## config.mk

```make
export PLATFORM = sky130hd
export DESIGN_NAME = vga_scan
export DESIGN_NICKNAME = d
export VERILOG_FILES = /design/src/rtl/vga_scan.sv
export SDC_FILE = /design/constraint.sdc
export NUM_CORES = 1
export LEC_CHECK = 0
export ABC_AREA = 1
export BUFFER_PORTS_ARGS = -buffer_cell sky130_fd_sc_hd__buf_4
export CAP_MARGIN = 20
export CORE_MARGIN = 10
export CORE_UTILIZATION = 40
export DETAILED_ROUTE_END_ITERATION = 8
export PLACE_DENSITY = 0.68
export SLEW_MARGIN = 20
export SYNTH_ARGS = -nofsm -noshare
export SYNTH_HDL_FRONTEND = slang
export SYNTH_SLANG_ARGS = --single-unit
```

## constraint.sdc

```tcl
create_clock -name clk -period 3.6 [get_ports clk]
set_input_delay 0 -clock clk [delete_from_list [all_inputs] [get_ports clk]]
set_output_delay 0 -clock clk [all_outputs]
set_load 0.02 [all_outputs]
```

## src/rtl/vga_scan.sv

```systemverilog
// VGA raster scan generator with a game-over skull overlay and blinking eyes.
// x/y present the current pixel; rgb and syncs are registered one pixel later.
module vga_scan #(
  parameter int CLK_DIV      = 2,
  parameter int H_VIS        = 640,
  parameter int H_FP         = 16,
  parameter int H_SYNC       = 96,
  parameter int H_BP         = 48,
  parameter int V_VIS        = 480,
  parameter int V_FP         = 10,
  parameter int V_SYNC       = 2,
  parameter int V_BP         = 33,
  parameter int BLINK_FRAMES = 32
) (
  input  logic               clk,
  input  logic               rst,
  input  logic               gameover,
  input  logic               skull,
  input  logic               eyes,
  output logic signed [10:0] x,
  output logic signed [10:0] y,
  output logic               hsync,
  output logic               vsync,
  output logic [7:0]         rgb,
  output logic               frame_tick
);

  localparam int H_TOT   = H_VIS + H_FP + H_SYNC + H_BP;
  localparam int V_TOT   = V_VIS + V_FP + V_SYNC + V_BP;
  localparam int DIV_W   = (CLK_DIV > 1) ? $clog2(CLK_DIV) : 1;
  localparam int BLINK_W = $clog2(BLINK_FRAMES) + 1;

  localparam logic [DIV_W-1:0] DIV_LAST = DIV_W'(CLK_DIV - 1);
  localparam logic [10:0] H_LAST   = 11'(H_TOT - 1);
  localparam logic [10:0] V_LAST   = 11'(V_TOT - 1);
  localparam logic [10:0] H_VIS_C  = 11'(H_VIS);
  localparam logic [10:0] V_VIS_C  = 11'(V_VIS);
  localparam logic [10:0] HS_START = 11'(H_VIS + H_FP);
  localparam logic [10:0] HS_END   = 11'(H_VIS + H_FP + H_SYNC);
  localparam logic [10:0] VS_START = 11'(V_VIS + V_FP);
  localparam logic [10:0] VS_END   = 11'(V_VIS + V_FP + V_SYNC);

  logic [DIV_W-1:0]   div_q, div_d;
  logic [10:0]        hcnt_q, hcnt_d;
  logic [10:0]        vcnt_q, vcnt_d;
  logic [BLINK_W-1:0] blink_q, blink_d;
  logic               hsync_q, hsync_d;
  logic               vsync_q, vsync_d;
  logic [7:0]         rgb_q, rgb_d;
  logic               frame_tick_q, frame_tick_d;

  logic pix_tick, h_wrap, v_wrap, visible, eye_on;

  assign pix_tick = (div_q == DIV_LAST);
  assign h_wrap   = (hcnt_q == H_LAST);
  assign v_wrap   = (vcnt_q == V_LAST);
  assign visible  = (hcnt_q < H_VIS_C) && (vcnt_q < V_VIS_C);
  // Counter top bit splits the 2*BLINK_FRAMES period into on/off halves.
  assign eye_on   = ~blink_q[BLINK_W-1];

  always_comb begin
    div_d        = pix_tick ? '0 : div_q + DIV_W'(1);
    hcnt_d       = hcnt_q;
    vcnt_d       = vcnt_q;
    hsync_d      = hsync_q;
    vsync_d      = vsync_q;
    rgb_d        = rgb_q;
    frame_tick_d = pix_tick && h_wrap && v_wrap;
    if (pix_tick) begin
      hcnt_d = h_wrap ? '0 : hcnt_q + 11'd1;
      if (h_wrap) begin
        vcnt_d = v_wrap ? '0 : vcnt_q + 11'd1;
      end
      // Decoded from the pixel being presented, so they lag x,y by one pixel.
      hsync_d = !((hcnt_q >= HS_START) && (hcnt_q < HS_END));
      vsync_d = !((vcnt_q >= VS_START) && (vcnt_q < VS_END));
      if (!visible) begin
        rgb_d = 8'h00;
      end else if (gameover && eyes && eye_on) begin
        rgb_d = 8'hE0;
      end else if (gameover && skull) begin
        rgb_d = 8'hFF;
      end else begin
        rgb_d = 8'h00;
      end
    end
    blink_d = blink_q;
    if (!gameover) begin
      blink_d = '0;
    end else if (frame_tick_d) begin
      blink_d = blink_q + BLINK_W'(1);
    end
  end

  always_ff @(posedge clk) begin
    if (rst) begin
      div_q        <= '0;
      hcnt_q       <= '0;
      vcnt_q       <= '0;
      blink_q      <= '0;
      hsync_q      <= 1'b1;
      vsync_q      <= 1'b1;
      rgb_q        <= '0;
      frame_tick_q <= 1'b0;
    end else begin
      div_q        <= div_d;
      hcnt_q       <= hcnt_d;
      vcnt_q       <= vcnt_d;
      blink_q      <= blink_d;
      hsync_q      <= hsync_d;
      vsync_q      <= vsync_d;
      rgb_q        <= rgb_d;
      frame_tick_q <= frame_tick_d;
    end
  end

  assign x          = hcnt_q;
  assign y          = vcnt_q;
  assign hsync      = hsync_q;
  assign vsync      = vsync_q;
  assign rgb        = rgb_q;
  assign frame_tick = frame_tick_q;

endmodule

```

==> results.tsv <==
stage	metric	value	unit
timing	RSZ-0062 raised after global routing	no	
min_path	Hold Path Sink	rgb[4]	
detailed_routing	DR vias	1736	
synthesis	Top FF cell, synth	dfxtp_1	
timing	Tmin final	2010	ps
detailed_routing	wire per inst	12.95	µm
timing	Clock Skews	5.570	ps
finish	Register Area	680.7	µm²
timing	fin crit share	55.85	%
min_path	Hold Path Class	in2reg	
detailed_routing	post-route ant nets	0	
detailed_routing	DRC violations left	0	
global_routing	GRT Total Usage	11.98	%
synthesis	Syn. warnings	0	
pwr	power density over the cells	318.4	mW/mm²
critical_path	Worst Path Required	3770	ps
finish	Fillers	458	
min_path	hold path depth	3	
synthesis	most frequent cell after synthesis	nand2_1	
timing	slew of the pin with the lowest slew margin	452.5	ps
timing	setup ws final	1590	ps
run	total of max-cap violations	0	
synthesis	Async S/R FF share, synth	0	%
detailed_routing	vias per cell	4.989	
timing	Hold Vio Cnt, Final	0	
timing	setup_tns	0	ps
global_routing	antenna violations before repair	0	
die	Std-Cell Rows	24	
detailed_routing	Routed met2 length	1975	µm
cts	Root Buffer	clkbuf_8	
timing	Peak Freq	497.4	MHz
cts	CTS Buffer Depth	2	
synthesis	leading post-synthesis cells by cell area	dfxtp_1 (37%), nand2_1 (13%), nor2_1 (7.2%), nand3_1 (6.3%), a21oi_1 (6.0%)	
die	# IOs	38	
detailed_routing	Initial DRT Pass Iterations	4	
timing	Final setup viols	0	
critical_path	flop-to-flop setup slack	1590	ps
finish	nets	305	
critical_path	FF-to-FF End	blink_q[1]	
pwr	Worst VDD drop	0.0001327	V
synthesis	Seq/Total Area, Yosys	37.29	%
timing	Final Max Slew Viols	0	
synthesis	Seq cells post-synth	34	
finish	fin util	49.26	%
die	Die Area	0.007666	mm²
global_routing	vias in the first global route	1662	
synthesis	Cell variety after synth	27	
synthesis	most instantiated cells after synthesis	nand2_1 (61), nor2_1 (35), dfxtp_1 (34)	
critical_path	startpoint type of the worst setup path	flop	
status	status	completed	
detailed_routing	met3 routed WL	295	µm
timing	Worst slew margin	69.79	%
finish	share of layout cells above drive strength 1	16.55	%
synthesis	Mapped Cells	264	
cts	Num CTS Buffers	5	
min_path	hold path start	skull	
detailed_routing	Top Metal Used	met4	
cts	number of setup buffers added after CTS	0	
cts	clock slew seen by the registers of the worst setup and hold paths	70	ps
placement	Post-Place Setup Slack	1615	ps
cts	clock latency on the worst-skew pair	290	ps
cts	CTS hold repair buffers	0	
critical_path	FF-to-FF Start	x[0]	
placement	I/O Buffers	37	
die	die width	87.56	µm
die	Die Ht	87.56	µm
pwr	Leakage	0.8545	nW
detailed_routing	Iter 0 DRT Violations	113	
cts	clk sinks	34	
detailed_routing	met1 wire length	2169	µm
finish	n_diodes	0	
synthesis	share of the synthesized area in the top cell type	37.29	%
timing	minimum hold slack	23.36	ps
finish	area used by multi-input combinational logic	962.2	µm²
global_routing	first-pass GRT wire length	7521	µm
global_routing	total gr overflow	0	
cts	post_cts resized	0	
critical_path	Crit path arrival time	2180	ps
critical_path	critical path type	reg2reg	
synthesis	number of synthesized flops with an enable pin	0	
synthesis	Yosys top cell by area	dfxtp_1	
synthesis	synthesized area	0.001826	mm²
finish	layout overhead on the synthesized area	18.30	%
critical_path	R2R cell count	8	
synthesis	Synth Net Count	273	
critical_path	crit path max fanout	13	
critical_path	kind of end point of the critical path	flop	
synthesis	synthesized area per cell	6.915	µm²
detailed_routing	Final Routed Wirelength	4506	µm
placement	RePlAce Congestion	0.9150	
die	total core area	0.004384	mm²
cts	Max H-tree Level	2	
die	Initial Util	41.64	%
global_routing	largest net degree at the start of global routing	20	
placement	DP Wirelength	3359	µm
cts	CTS tree	built	
through the flow:
step | cells | total power [mW] | cell area (µm²)
finish | 348 | 0.6877 | 2160
global route | 348 | 0.7140 | 2160
CTS | 348 | 0.6998 | 2160
detailed placement | 341 | 0.4301 | 2083
global placement | 341 | 0.4294 | 2083
floorplan | 264 | 0.4166 | 1826
cell usage in the layout, fill, tap and decap left out:
master	Yosys	layout
nand2_1	61	61
buf_4	6	37
nor2_1	35	35
dfxtp_1	34	34
inv_1	25	25
nand3_1	23	23
a21oi_1	22	22
nand4_1	9	9
xor2_1	7	7
nor3b_1	5	5
o21ai_0	5	5
nor3_1	5	5
clkbuf_8	0	5
nor2_2	4	4
ha_1	4	4
xnor2_1	3	3
nand3b_1	2	2
clkbuf_1	2	2
o31ai_1	1	1
a211oi_1	1	1
or2_2	1	1
nand4_2	1	1
inv_2	1	1
o21bai_1	1	1
nor4_1	1	1
a21boi_0	1	1
state kept, by name, summed over array words and instances, names as in the netlist:
name,flops
x,11
y,11
blink_q,6
rgb,2
div_q,1
frame_tick,1
hsync,1
vsync,1
where the power goes:
| group | total, mW | leakage (nW) | internal, mW | switching [mW] |
|---|---|---|---|---|
| sequential | 0.386 | 0.275 | 0.380 | 0.00615 |
| combinational | 0.0351 | 0.542 | 0.0135 | 0.0216 |
| clock | 0.267 | 0.0383 | 0.133 | 0.134 |
| total | 0.688 | 0.854 | 0.526 | 0.161 |
metal layers:
metal	global-route usage, %	vias to the layer above
met1	14.59	780
met2	18.78	35
met3	3.993	5
met5	0	-
met4	5.217	0
li1	-	916
critical path: stages, from the launching register on:
cell and delay, ps:
dfxtp_1 410, ha_1 220, inv_1 60, nor2_2 170, nand4_2 330, inv_2 310, nand2_1 220, nand2_1 110
a21oi_1 60
final cells by class:
cell class	count	share of cell area (%)
Clock buffer	7	3.534
Tap cell	52	3.013
Inverter	26	4.519
Sequential cell	34	31.52
Timing Repair Buffer	37	12.86
Multi-Input combinational cell	192	44.55
worst max path at each step:
stage	from	endpoint	slack (ps)
2_1_floorplan	y[0]	blink_q[0]	2040
3_3_place_gp	x[0]	blink_q[1]	1730
3_5_place_dp	x[0]	blink_q[1]	1610
4_1_cts	x[0]	blink_q[1]	1600
5_1_grt	x[0]	blink_q[4]	1430
6_report	x[0]	blink_q[1]	1590
logic make-up (layout without fill, tap and decap cells):
group                      after synthesis  count (layout)  share of synthesized area [%]
buffers and inverters                   38              70                          10.01
adders and majority gates                4               4                          2.742
xor gates and xnor gates                10              10                          4.798
AOI/OAI and AO/OA                       31              31                          9.048
DFF                                     34              34                          37.29
and+or+nand+nor                        147             147                          36.12
No activity file was read; power rests on OpenSTA's default activity.
